[src/rtl/button_debounce_pkg.sv]
// Shared state encoding and default debounce lengths for the two-button input conditioner.
package button_debounce_pkg;

  typedef enum logic [1:0] {
    IDLE   = 2'b00,
    ARM_HI = 2'b01,
    HIGH   = 2'b11,
    ARM_LO = 2'b10
  } db_state_e;

  localparam int DEBOUNCE_CYCLES_SIM   = 4;
  localparam int DEBOUNCE_CYCLES_BOARD = 50000;

endpackage

[src/rtl/debounce_channel.sv]
// One button channel: two-flop synchroniser, qualification FSM, counter and registered outputs.
//   state  | meaning
//   IDLE   | stable 0
//   ARM_HI | candidate 1, counting
//   HIGH   | stable 1
//   ARM_LO | candidate 0, counting
module debounce_channel
  import button_debounce_pkg::*;
#(
  parameter int DEBOUNCE_CYCLES = DEBOUNCE_CYCLES_SIM,
  parameter int CNT_W           = 16
) (
  input  logic clk,
  input  logic rst,
  input  logic btn_raw,
  output logic level,
  output logic rise
);

  localparam logic [CNT_W-1:0] CNT_TC = CNT_W'(DEBOUNCE_CYCLES - 1);

  logic             s1, s;
  db_state_e        state, state_n;
  logic [CNT_W-1:0] cnt, cnt_n;
  logic             level_n, rise_n;

  always_ff @(posedge clk) begin
    if (rst) begin
      s1    <= 1'b0;
      s     <= 1'b0;
      state <= IDLE;
      cnt   <= '0;
      level <= 1'b0;
      rise  <= 1'b0;
    end else begin
      s1    <= btn_raw;
      s     <= s1;
      state <= state_n;
      cnt   <= cnt_n;
      level <= level_n;
      rise  <= rise_n;
    end
  end

  // Counter saturates at the terminal count by construction: reaching it always leaves the ARM state.
  always_comb begin
    state_n = state;
    cnt_n   = cnt;
    level_n = level;
    rise_n  = 1'b0;
    unique case (state)
      IDLE: begin
        if (s) begin
          state_n = ARM_HI;
          cnt_n   = '0;
        end
      end
      ARM_HI: begin
        if (!s) begin
          state_n = IDLE;
          cnt_n   = '0;
        end else if (cnt == CNT_TC) begin
          state_n = HIGH;
          level_n = 1'b1;
          rise_n  = 1'b1;
        end else begin
          cnt_n = cnt + CNT_W'(1);
        end
      end
      HIGH: begin
        if (!s) begin
          state_n = ARM_LO;
          cnt_n   = '0;
        end
      end
      ARM_LO: begin
        if (s) begin
          state_n = HIGH;
          cnt_n   = '0;
        end else if (cnt == CNT_TC) begin
          state_n = IDLE;
          level_n = 1'b0;
        end else begin
          cnt_n = cnt + CNT_W'(1);
        end
      end
      default: begin
        state_n = IDLE;
        cnt_n   = '0;
      end
    endcase
  end

endmodule

[src/rtl/button_debounce_pair.sv]
// Two independent debounce channels feeding the two-button LED FSM; wiring only.
module button_debounce_pair
  import button_debounce_pkg::*;
#(
  parameter int DEBOUNCE_CYCLES = DEBOUNCE_CYCLES_SIM,
  parameter int CNT_W           = 16
) (
  input  logic clk,
  input  logic rst,
  input  logic btn_a_raw,
  input  logic btn_b_raw,
  output logic a,
  output logic b,
  output logic a_rise,
  output logic b_rise
);

  debounce_channel #(
    .DEBOUNCE_CYCLES(DEBOUNCE_CYCLES),
    .CNT_W          (CNT_W)
  ) u_chan_a (
    .clk    (clk),
    .rst    (rst),
    .btn_raw(btn_a_raw),
    .level  (a),
    .rise   (a_rise)
  );

  debounce_channel #(
    .DEBOUNCE_CYCLES(DEBOUNCE_CYCLES),
    .CNT_W          (CNT_W)
  ) u_chan_b (
    .clk    (clk),
    .rst    (rst),
    .btn_raw(btn_b_raw),
    .level  (b),
    .rise   (b_rise)
  );

endmodule

[config.mk]
export PLATFORM = sky130hd
export DESIGN_NAME = button_debounce_pair
export DESIGN_NICKNAME = d
export VERILOG_FILES = /design/src/rtl/button_debounce_pkg.sv /design/src/rtl/debounce_channel.sv /design/src/rtl/button_debounce_pair.sv
export SDC_FILE = /design/constraint.sdc
export NUM_CORES = 1
export LEC_CHECK = 0
export CELL_PAD_IN_SITES_DETAIL_PLACEMENT = 2
export CELL_PAD_IN_SITES_GLOBAL_PLACEMENT = 2
export CORE_MARGIN = 4
export CORE_UTILIZATION = 35
export DETAILED_ROUTE_END_ITERATION = 16
export PLACE_DENSITY = 0.83
export SYNTH_ARGS = -nofsm -noshare
export SYNTH_HDL_FRONTEND = slang
export SYNTH_SLANG_ARGS = --single-unit
[constraint.sdc]
create_clock -name clk -period 2.2 [get_ports clk]
set_input_delay 0.33 -clock clk [delete_from_list [all_inputs] [get_ports clk]]
set_output_delay 0.33 -clock clk [all_outputs]
set_load 0.03 [all_outputs]
==> run summary, run 1 <==
POWER
----------------------------------------------------------------------------------------
Power per Cell Area .......................................................  632 nW/um^2
Static leakage ............................................................     0.795 nW
Max VDD drop ..............................................................       359 uV

GRT
----------------------------------------------------------------------------------------
Via count of the first global-routing pass ................................         2241
Global-route wire length before repair ....................................      11.0 mm
Pin count of the biggest net entering global routing ......................           16
Global router's overall resource usage ....................................        16.4%
Initial antenna violation count ...........................................            0
Overflow after GRT ........................................................            0

YOSYS
----------------------------------------------------------------------------------------
Fraction of registers with async set or reset after synthesis .............           0%
Area of the mapped netlist ................................................   2360 sq um
Net count after synthesis .................................................          282
Area contributors post-synth .............................................. dfxtp_1, a21oi_1, ha_1, o31ai_1, or4_1
Main synth FF type ........................................................      dfxtp_1
Cell taking the most area after synthesis .................................      dfxtp_1
Most instantiated library cell after synthesis ............................      dfxtp_1
Synthesis-stage register bit count ........................................           44
Top-area cell type share of the netlist area ..............................        37.3%
Distinct cell type count of the synthesized netlist .......................           45
Synthesis Warnings ........................................................            0
Commonest cells in the netlist ............................................ dfxtp_1, a21oi_1, o31ai_1
Post-synthesis cell count .................................................          268
Mapped Avg Cell Area ......................................................   8.82 sq um
Sequential element share of the synthesized area ..........................        37.3%
EDFF count, synth .........................................................            0

CLOCK TREE
----------------------------------------------------------------------------------------
CTS clk-pin slew, worst paths .............................................      0.09 ns
Clk sink count ............................................................           44
Clock insertion delay at the later pin of the skew report .................      0.30 ns
Total CTS buffers .........................................................            5
H-tree level count ........................................................            2
Clock Path Buffers ........................................................            2
Clock tree from TritonCTS .................................................          yes
Clock root cell ...........................................................     clkbuf_8

TIMING
----------------------------------------------------------------------------------------
Post-route setup TNS ......................................................         0 ns
Clk_skew ..................................................................    0.0111 ns
Max frequency .............................................................      490 MHz
Final setup fails .........................................................            0
Total count of max-transition violations in the final report ..............            0
Post-route setup slack ....................................................     0.158 ns
Portion of the clock cycle consumed by the worst path in the final layout .        92.8%
Relative slew margins .....................................................        62.8%
Transition time at the pin with the least slew margin .....................     0.553 ns
Number of endpoints with negative hold slack in the final report ..........            0
Minimum hold slack ........................................................     0.448 ns
Unrepaired setup endpoints after global routing ...........................        false
Fin crit period ...........................................................      2.04 ns

SETUP PATH
----------------------------------------------------------------------------------------
Data required, critical path ..............................................      2.43 ns
Crit. End Element .........................................................    flip-flop
Nature of the critical path startpoint ....................................    flip-flop
Data arrival time at the worst-slack endpoint .............................      2.27 ns
CP max FO .................................................................           11
Category of the critical setup timing path ................................ flip-flop to flip-flop

DETAILED ROUTING
----------------------------------------------------------------------------------------
Residual DRC count ........................................................            0
Average wire per cell in the routed design ................................      18.0 um
Vias per Instance .........................................................         5.96
Via count of the routed design ............................................         2121
First-pass iteration count of the detailed router .........................            4
Wire length reported by the detailed router ...............................      6.42 mm
First-iteration detailed-routing DRC count ................................           64
Routed Antenna Nets .......................................................            0

FLOORPLAN
----------------------------------------------------------------------------------------
Number of top-level pins ..................................................            8
Die span in x .............................................................      90.2 um
Starting density of the core ..............................................        36.6%
Die area ..................................................................   8130 sq um
Number of rows in the core area ...........................................           29
Die height ................................................................      90.2 um
Core footprint ............................................................   6460 sq um

PLACE
----------------------------------------------------------------------------------------
Final estimated routing congestion in global placement ....................        0.762
DP HPWL ...................................................................      4.78 mm
Number of buffer cells added on primary ports .............................            7
Placement Cell Area .......................................................   2520 sq um
Worst slack at placement ..................................................    0.0427 ns

FINAL LAYOUT
----------------------------------------------------------------------------------------
Relative area change from synthesis to final layout .......................        10.5%
Count of inserted antenna diode cells .....................................            0
Final non-filler cell area ................................................   2610 sq um
Nets@finish ...............................................................          293
Layout cells sized above 1 ................................................        8.60%

RUN STATUS
----------------------------------------------------------------------------------------
Status ....................................................................    completed

WORST HOLD PATH
----------------------------------------------------------------------------------------
Class of the tightest hold or removal check ............................... flip-flop to flip-flop

JOB
----------------------------------------------------------------------------------------
Number of max-capacitance violations reported .............................            0

==> power breakdown <==
part / leakage [nW] / switching, mW / internal [mW] / total [mW]
clock network: 0.0410 / 0.275 / 0.217 / 0.491
registers: 0.356 / 0.0274 / 0.825 / 0.853
logic: 0.398 / 0.187 / 0.121 / 0.307
==> logic make-up after synthesis <==
family / Yosys count / synth area share, %
compound gates: 72 / 19.2
xor+xnor: 4 / 1.48
fa+ha+maj: 10 / 5.29
buf+inv: 25 / 4.82
flops: 44 / 37.3
mux: 9 / 4.98
simple gates: 104 / 26.9
==> metal layers <==
layer  global-route usage, %  up-vias  part of all wire, %
li1                        -     1037                    -
met1                    20.7     1066                   47
met2                    28.6       12                   50
met3                    2.50        6                  1.3
met4                    4.97        0                  1.0
met5                       0        -                    0
==> worst max-delay path: stages (launching register included) <==
cell and delay [ns]:
dfxtp_1 0.37, inv_1 0.09, ha_1 0.25, mux2i_4 0.28, nand2_1 0.29, or4_1 0.53
a21oi_1 0.17
==> registers in the layout, indices dropped and copies added (netlist names) <==
signal,cells
u_chan_a.cnt,16
u_chan_a.level,1
u_chan_a.rise,1
u_chan_a.s,1
u_chan_a.s1,1
u_chan_a.state,2
u_chan_b.cnt,16
u_chan_b.level,1
u_chan_b.rise,1
u_chan_b.s,1
u_chan_b.s1,1
u_chan_b.state,2
==> placed cells by master, fill, tap and decap left out, drive strengths merged, types with 6 or more instances in the layout <==
cell type,count
or3,9
or4,14
mux2i,7
clkbuf,6
clkdlybuf4s50,7
nand2,14
o31ai,16
buf,7
dfxtp,44
nor3,8
nand4,8
ha,10
nand3,15
o21ai,11
inv,15
a21oi,30
==> per-stage QoR <==
step	util, %	std cells	power [mW]
after floorplan	-	268	1.08
after global placement	39.0	348	1.16
after detailed placement	39.0	348	1.18
after CTS	40.2	355	1.68
after global routing	40.4	356	1.76
final	40.4	356	1.65
==> cell type report <==
type	instances	area [sq um]
Clock inverter	1	5.00
Tap cell	77	96.3
Multi-Input combinational cell	199	1380
Inverter	15	56.3
Timing Repair Buffer	14	123
Clock buffer	6	72.6
Fill cell	739	3850
Sequential cell	44	881
==> worst paths after layout <==
kind | from | to | slack (ns) | cells after the start
setup / recovery | u_chan_b.state[0]$_SDFFE_PP0P_ | u_chan_b.cnt[4]$_SDFFE_PP0P_ | 0.16 | 6
hold / removal | u_chan_a.s1$_SDFF_PP0_ | u_chan_a.s$_SDFF_PP0_ | 0.45 | 1
setup reg to reg | u_chan_b.state[0]$_SDFFE_PP0P_ | u_chan_b.cnt[4]$_SDFFE_PP0P_ | 0.16 | 6
hold reg to reg | u_chan_a.s1$_SDFF_PP0_ | u_chan_a.s$_SDFF_PP0_ | 0.45 | 1
==> repair_timing <==
item	4_1_cts	5_1_grt
hold buffers	0	0
setup buffers	0	1
setup endpoints to repair	1	3
pin swaps	0	1
resized for setup	1	2
Note: power is estimated with default switching activity, not from simulation.
==> inputs of run 2 (changes only) <==
--- a/config.mk
+++ b/config.mk
@@ -8,9 +8,9 @@
 export CELL_PAD_IN_SITES_DETAIL_PLACEMENT = 2
 export CELL_PAD_IN_SITES_GLOBAL_PLACEMENT = 2
 export CORE_MARGIN = 4
-export CORE_UTILIZATION = 35
+export CORE_UTILIZATION = 38
 export DETAILED_ROUTE_END_ITERATION = 16
-export PLACE_DENSITY = 0.83
+export PLACE_DENSITY = 0.89
 export SYNTH_ARGS = -nofsm -noshare
 export SYNTH_HDL_FRONTEND = slang
 export SYNTH_SLANG_ARGS = --single-unit
==> run 2 against run 1 <==
  * Register-to-register slack got worse by 0.02 ns
  * Critical path depth stayed put
  * Largest power group unchanged
  * Cell area grew 1.0%
  * Sequential share of layout area is 0.34 points lower
  * Core utilization up 3.6 points
  * Critical path type unchanged
  * Sequential cell count is the same
  * Global-route usage grew 4.4 points
  * First-iteration DRC count is 95% higher
  * Clock-buffer cell count did not move
  * Non-clock buffer count unchanged
  * Die area shrank 7.2%
  * Routed wire length up 18%
==> run summary, run 2 (synthesis gave the netlist of run 1 again) <==
JOB
----------------------------------------------------------------------------------------
Number of max-capacitance violations reported .............................            0   unchanged

GRT
----------------------------------------------------------------------------------------
Via count of the first global-routing pass ................................         2434   +8.6%
Pin count of the biggest net entering global routing ......................           16   unchanged
Global-route wire length before repair ....................................      12.4 mm   +13%
Global router's overall resource usage ....................................        20.8%   +4.4 points
Overflow after GRT ........................................................            0   unchanged
Initial antenna violation count ...........................................            0   unchanged

SETUP PATH
----------------------------------------------------------------------------------------
Data arrival time at the worst-slack endpoint .............................      2.30 ns   +0.03 ns
Startpoint of the most critical register-to-register path ................. u_chan_b.state[0]$_SDFFE_PP0P_
Worst Setup SP ............................................................ u_chan_b.state[0]$_SDFFE_PP0P_
Data required, critical path ..............................................      2.43 ns   about the same
Crit. End Element .........................................................    flip-flop
R2r worst-path depth ......................................................            6   unchanged
Reg2Reg Setup Slack .......................................................      0.14 ns   -0.02 ns
CP max FO .................................................................           11   unchanged
End of the worst register-to-register path ................................ u_chan_b.cnt[4]$_SDFFE_PP0P_
Category of the critical setup timing path ................................ flip-flop to flip-flop
Nature of the critical path startpoint ....................................    flip-flop
Endpoint of the most critical setup path .................................. u_chan_b.cnt[4]$_SDFFE_PP0P_

FINAL LAYOUT
----------------------------------------------------------------------------------------
Most common cell after layout, fill and taps aside ........................      dfxtp_1
Layout cells sized above 1 ................................................        10.0%   +1.4 points
Area occupied by multi-input gates ........................................   1390 sq um   +1.0%
Final instance count without filler cells .................................          355   -0.28%
Leading cell types in the layout, fill and taps excluded .................. dfxtp_1, a21oi_1, o31ai_1
Largest registers in the final layout ..................................... u_chan_a.cnt x16, u_chan_b.cnt x16
Relative area change from synthesis to final layout .......................        11.6%
Fillers ...................................................................          639   -14%
Combined flip-flop and latch cell area ....................................    881 sq um   unchanged
Count of inserted antenna diode cells .....................................            0   unchanged
Nets@finish ...............................................................          293   unchanged

DETAILED ROUTING
----------------------------------------------------------------------------------------
Via count of the routed design ............................................         2217   +4.5%
First-pass iteration count of the detailed router .........................            6   +2
Top layer used by detailed routing ........................................         met4
First-iteration detailed-routing DRC count ................................          125   +95%
Met3 wire length ..........................................................       187 um   +120%
Vias per Instance .........................................................         6.25   +4.8%
Detailed-routed wire length on met2 .......................................      3.91 mm   +21%
Average wire per cell in the routed design ................................      21.3 um   +18%
Wire length reported by the detailed router ...............................      7.55 mm   +18%
Routed Antenna Nets .......................................................            0   unchanged
Residual DRC count ........................................................            0   unchanged
Routed metal-1 wirelength .................................................      3.31 mm   +8.8%

CLOCK TREE
----------------------------------------------------------------------------------------
Clock Path Buffers ........................................................            2   unchanged
Clock insertion delay at the later pin of the skew report .................      0.31 ns   about the same
H-tree level count ........................................................            2   unchanged
Total CTS buffers .........................................................            5   unchanged
Clock root cell ...........................................................     clkbuf_8
Clock tree from TritonCTS .................................................          yes
Clk sink count ............................................................           44   unchanged
Total of hold buffers inserted after clock tree synthesis .................            0   unchanged
CTS clk-pin slew, worst paths .............................................      0.09 ns   about the same

FLOORPLAN
----------------------------------------------------------------------------------------
Die area ..................................................................   7550 sq um   -7.2%
Starting density of the core ..............................................        39.5%   +2.9 points
Core footprint ............................................................   5990 sq um   -7.2%
Number of top-level pins ..................................................            8   unchanged
Number of rows in the core area ...........................................           28   -3.4%
Die span in x .............................................................      86.9 um   -3.7%
Die height ................................................................      86.9 um   -3.7%

TIMING
----------------------------------------------------------------------------------------
Clk_skew ..................................................................   0.00822 ns   -0.00293 ns
Total count of max-transition violations in the final report ..............            0   unchanged
Number of endpoints with negative hold slack in the final report ..........            0   unchanged
Minimum hold slack ........................................................     0.453 ns   +0.00504 ns
Fin crit period ...........................................................      2.06 ns   +0.0220 ns
Relative slew margins .....................................................        51.7%   -11 points
Final setup fails .........................................................            0   unchanged
Portion of the clock cycle consumed by the worst path in the final layout .        93.8%   +1.0 points
Transition time at the pin with the least slew margin .....................     0.718 ns   +0.165 ns
Max frequency .............................................................      484 MHz   -1.1%

POWER
----------------------------------------------------------------------------------------
Total power after layout ..................................................      1.74 mW   +5.5%
Static leakage ............................................................     0.807 nW   +1.4%
Max VDD drop ..............................................................       371 uV   +3.3%
Power per Cell Area .......................................................  661 nW/um^2   +4.5%

WORST HOLD PATH
----------------------------------------------------------------------------------------
Class of the tightest hold or removal check ............................... flip-flop to flip-flop

RUN STATUS
----------------------------------------------------------------------------------------
Status ....................................................................    completed

PLACE
----------------------------------------------------------------------------------------
Final estimated routing congestion in global placement ....................        0.743   -2.5%
Inst Count DP .............................................................          345   -0.86%
DP HPWL ...................................................................      5.20 mm   +8.6%
Number of buffer cells added on primary ports .............................            7   unchanged

-- run 2: changes by cell type in the layout (fill, tap and decap cells not counted) --
| cell | change |
|---|---|
| a211oi_1 | -1 |
| a211oi_4 | +1 |
| and4_2 | +1 |
| and4_4 | -1 |
| clkbuf_1 | -1 |
| clkbuf_8 | +1 |
| clkinv_2 | +1 |
| ha_1 | -1 |
| ha_2 | +1 |
-- run 2: power breakdown --
group	internal (mW)	switching [mW]	leakage [nW]	total (mW)
Combinational	0.126	0.211	0.400	0.337
Clock	0.251	0.299	0.0510	0.550
Sequential	0.825	0.0297	0.356	0.855
Total	1.20	0.540	0.807	1.74
-- run 2: worst max-delay path: stages, from the launching register on --
cell and delay (ns):
dfxtp_1 0.37, inv_1 0.09, ha_1 0.26, mux2i_4 0.28, nand2_1 0.29, or4_1 0.54
a21oi_1 0.17
-- run 2: how the worst min path moves through the flow --
| stage | from | end | slack [ns] | cells past startpoint |
|---|---|---|---|---|
| 3_5_place_dp | u_chan_b.s1$_SDFF_PP0_ | u_chan_b.s$_SDFF_PP0_ | 0.44 | 1 |
| 6_report | u_chan_b.s1$_SDFF_PP0_ | u_chan_b.s$_SDFF_PP0_ | 0.45 | 1 |
| 2_1_floorplan | u_chan_a.s1$_SDFF_PP0_ | u_chan_a.s$_SDFF_PP0_ | 0.41 | 1 |
| 3_3_place_gp | u_chan_b.s1$_SDFF_PP0_ | u_chan_b.s$_SDFF_PP0_ | 0.42 | 1 |
| 5_1_grt | u_chan_a.s1$_SDFF_PP0_ | u_chan_a.s$_SDFF_PP0_ | 0.47 | 1 |
| 4_1_cts | u_chan_b.s1$_SDFF_PP0_ | u_chan_b.s$_SDFF_PP0_ | 0.46 | 1 |
-- run 2: area by class of cell --
cell class | count | share of cell area, %
clock buffers | 6 | 3.13
clock inverters | 2 | 0.380
inverters | 15 | 2.13
multi-input cells | 199 | 52.8
flip-flops and latches | 44 | 33.4
well taps | 75 | 3.56
repair buffers | 14 | 4.65
-- run 2: through the flow --
step	utilization [%]	setup slack (ns)	instance area, sq um	TNS (ns)
floorplan	-	0.455	2360	0
global placement	41.9	0.247	2510	0
detailed placement	41.9	0.155	2510	0
CTS	43.4	0.0461	2600	0
global route	44.0	-0.0123	2640	-0.0239
finish	44.0	0.136	2640	0
-- run 2: what timing repair did --
item | 4_1_cts | 5_1_grt
resized for setup | 0 | 5
endpoints found under the setup margin | 0 | 9
setup buffers | 0 | 2
-- run 2: per-layer routing --
| layer | global-route usage (%) | vias to the layer above |
|---|---|---|
| met5 | 0 | - |
| met4 | 7.37 | 0 |
| met3 | 3.88 | 12 |
| met2 | 37.2 | 35 |
| met1 | 24.6 | 1126 |
| li1 | - | 1044 |
==> inputs of run 3 (changes only) <==
==> constraint.sdc (replaced) <==
create_clock -name clk -period 2.2 [get_ports clk]
set_input_delay 0.44 -clock clk [delete_from_list [all_inputs] [get_ports clk]]
set_output_delay 0.44 -clock clk [all_outputs]
set_load 0.03 [all_outputs]
==> run 3 against run 2 <==
  * Core utilization decreased by 0.81 points
  * Clock skew increased by 0.0023 ns
  * Fmax decreased by 2.6%
  * Die area unchanged
  * Clock-buffer cell count increased by 2
  * Critical path type unchanged
  * Critical path depth unchanged
  * Clock power decreased by 2%
  * First-iteration DRC count decreased by 44%
  * Sequential power about the same
  * Worst setup slack got worse by 0.054 ns
  * Via count decreased by 1.5%
  * Register-to-register slack got worse by 0.05 ns
==> run summary, run 3 (synthesis gave the netlist of run 1 again) <==
RUN STATUS
----------------------------------------------------------------------------------------
Status ....................................................................    completed

GRT
----------------------------------------------------------------------------------------
Global router's overall resource usage ....................................        18.9%   -1.9 points
Initial antenna violation count ...........................................            0   unchanged
Pin count of the biggest net entering global routing ......................           16   unchanged
Global-route wire length before repair ....................................      11.3 mm   -8.3%
Via count of the first global-routing pass ................................         2312   -5.0%
Overflow after GRT ........................................................            0   unchanged

TIMING
----------------------------------------------------------------------------------------
Post-route setup TNS ......................................................         0 ns   unchanged
Transition time at the pin with the least slew margin .....................     0.536 ns   -0.182 ns
Unrepaired setup endpoints after global routing ...........................         true
Relative slew margins .....................................................        64.2%   +13 points
Number of endpoints with negative hold slack in the final report ..........            0   unchanged
Total count of max-transition violations in the final report ..............            0   unchanged
Fin crit period ...........................................................      2.12 ns   +0.0544 ns
Portion of the clock cycle consumed by the worst path in the final layout .        96.3%   +2.5 points
Minimum hold slack ........................................................     0.466 ns   +0.0135 ns
Max frequency .............................................................      472 MHz   -2.6%
Clk_skew ..................................................................    0.0105 ns   +0.00232 ns
Final setup fails .........................................................            0   unchanged

FLOORPLAN
----------------------------------------------------------------------------------------
Core footprint ............................................................   5990 sq um   unchanged
Die area ..................................................................   7550 sq um   unchanged
Die span in x .............................................................      86.9 um   unchanged
Starting density of the core ..............................................        39.5%   unchanged
Number of top-level pins ..................................................            8   unchanged
Die height ................................................................      86.9 um   unchanged
Number of rows in the core area ...........................................           28   unchanged

DETAILED ROUTING
----------------------------------------------------------------------------------------
Average wire per cell in the routed design ................................      19.4 um   -8.8%
Vias per Instance .........................................................         6.24   -0.13%
Residual DRC count ........................................................            0   unchanged
First-iteration detailed-routing DRC count ................................           70   -44%
Routed Antenna Nets .......................................................            0   unchanged
Wire length reported by the detailed router ...............................      6.79 mm   -10%
Via count of the routed design ............................................         2183   -1.5%
First-pass iteration count of the detailed router .........................            4   -2

PLACE
----------------------------------------------------------------------------------------
Number of buffer cells added on primary ports .............................            7   unchanged
DP HPWL ...................................................................      4.82 mm   -7.3%
Inst Count DP .............................................................          342   -0.87%
Final estimated routing congestion in global placement ....................        0.761   +2.4%

POWER
----------------------------------------------------------------------------------------
Total power after layout ..................................................      1.70 mW   -2.3%
Max VDD drop ..............................................................       288 uV   -22%
Static leakage ............................................................     0.774 nW   -4.0%
Power share of the combinational group ....................................        18.0%   -1.4 points
Net switching share of the total power ....................................        29.9%   -1.1 points
Clock share of power ......................................................        31.8%   +0.2 points
Sequential group share of total power .....................................        50.2%   +1.1 points
Internal power ............................................................      1.19 mW   -0.80%
Power per Cell Area .......................................................  658 nW/um^2   -0.47%
Switching power total .....................................................       509 uW   -5.7%

SETUP PATH
----------------------------------------------------------------------------------------
Category of the critical setup timing path ................................ flip-flop to flip-flop
CP max FO .................................................................            8   -3
Data arrival time at the worst-slack endpoint .............................      2.35 ns   +0.05 ns
Nature of the critical path startpoint ....................................    flip-flop
Data required, critical path ..............................................      2.43 ns   about the same
Crit. End Element .........................................................    flip-flop

CLOCK TREE
----------------------------------------------------------------------------------------
Setup Fix Bufs, Post-CTS ..................................................            0   unchanged
Clock insertion delay at the later pin of the skew report .................      0.30 ns   about the same
CTS clk-pin slew, worst paths .............................................      0.09 ns   about the same
Total of hold buffers inserted after clock tree synthesis .................            0   unchanged
H-tree level count ........................................................            2   unchanged
Clk sink count ............................................................           44   unchanged
Total CTS buffers .........................................................            5   unchanged
Clock root cell ...........................................................     clkbuf_8
Clock Path Buffers ........................................................            2   unchanged
Clock tree from TritonCTS .................................................          yes
Post-CTS sizing ...........................................................            0   unchanged

FINAL LAYOUT
----------------------------------------------------------------------------------------
Final core utilization ....................................................        43.2%   -0.81 points
Relative area change from synthesis to final layout .......................        9.53%
Largest registers in the final layout ..................................... u_chan_a.cnt x16, u_chan_b.cnt x16
Leading cell types in the layout, fill and taps excluded .................. dfxtp_1, a21oi_1, o31ai_1
Nets@finish ...............................................................          288   -1.7%
Fillers ...................................................................          680   +6.4%
Final instance count without filler cells .................................          350   -1.4%
Count of inserted antenna diode cells .....................................            0   unchanged
Most common cell after layout, fill and taps aside ........................      dfxtp_1
Layout cells sized above 1 ................................................        7.64%   -2.4 points

WORST HOLD PATH
----------------------------------------------------------------------------------------
Class of the tightest hold or removal check ............................... flip-flop to flip-flop

JOB
----------------------------------------------------------------------------------------
Number of max-capacitance violations reported .............................            0   unchanged

[run 3: changes by cell type in the layout (fill, tap and decap cells not counted), moves of 2 or more]
cell      before  now
buf_4          7    2
nand2_2        0    2
clkinv_2       2    0
clkbuf_1       0    2
nand2_1       14   12
[run 3: worst max-delay path, stage by stage, from the launching register on]
cell	delay, ns
dfxtp_1	0.38
inv_1	0.10
ha_1	0.25
mux2i_4	0.33
nand4_1	0.31
or4_1	0.54
a21oi_1	0.16
[run 3: layout make-up]
| cell class | instances | area [sq um] | area share, % |
|---|---|---|---|
| Tap cell | 75 | 93.8 | 3.62 |
| Sequential cell | 44 | 881 | 34.0 |
| Timing Repair Buffer | 9 | 85.1 | 3.29 |
| Multi-Input combinational cell | 199 | 1380 | 53.4 |
| Clock buffer | 8 | 90.1 | 3.48 |
| Inverter | 15 | 56.3 | 2.17 |
[run 3: power groups by stage]
stage | sequential [mW] | clock (mW) | combinational [mW]
6_report | 0.854 | 0.541 | 0.307
5_1_grt | 0.859 | 0.592 | 0.339
4_1_cts | 0.853 | 0.555 | 0.303
3_5_place_dp | 0.872 | 0 | 0.301
3_3_place_gp | 0.869 | 0 | 0.283
2_1_floorplan | 0.877 | 0 | 0.202
[run 3: per-layer routing]
layer | part of all wire [%] | vias to the layer above | track usage, %
li1 | - | 1037 | -
met1 | 45 | 1119 | 23.5
met2 | 52 | 20 | 33.0
met3 | 2.1 | 7 | 3.41
met4 | 1.0 | 0 | 5.67
met5 | 0 | - | 0
[run 3: worst paths after layout]
kind	slack [ns]	endpoint	depth (start not counted)	start
max reg2reg	0.08	u_chan_b.cnt[15]$_SDFFE_PP0P_	6	u_chan_b.state[1]$_SDFFE_PP0P_
min reg2reg	0.47	u_chan_b.s$_SDFF_PP0_	1	u_chan_b.s1$_SDFF_PP0_
min	0.47	u_chan_b.s$_SDFF_PP0_	1	u_chan_b.s1$_SDFF_PP0_
max	0.08	u_chan_b.cnt[15]$_SDFFE_PP0P_	6	u_chan_b.state[1]$_SDFFE_PP0P_
[run 3: per-stage QoR]
step | setup slack [ns] | area (sq um)
after floorplan | 0.455 | 2360
after detailed placement | 0.00691 | 2480
after CTS | 0.00973 | 2570
after global routing | -0.0352 | 2590
final | 0.0812 | 2590
after global placement | 0.245 | 2480
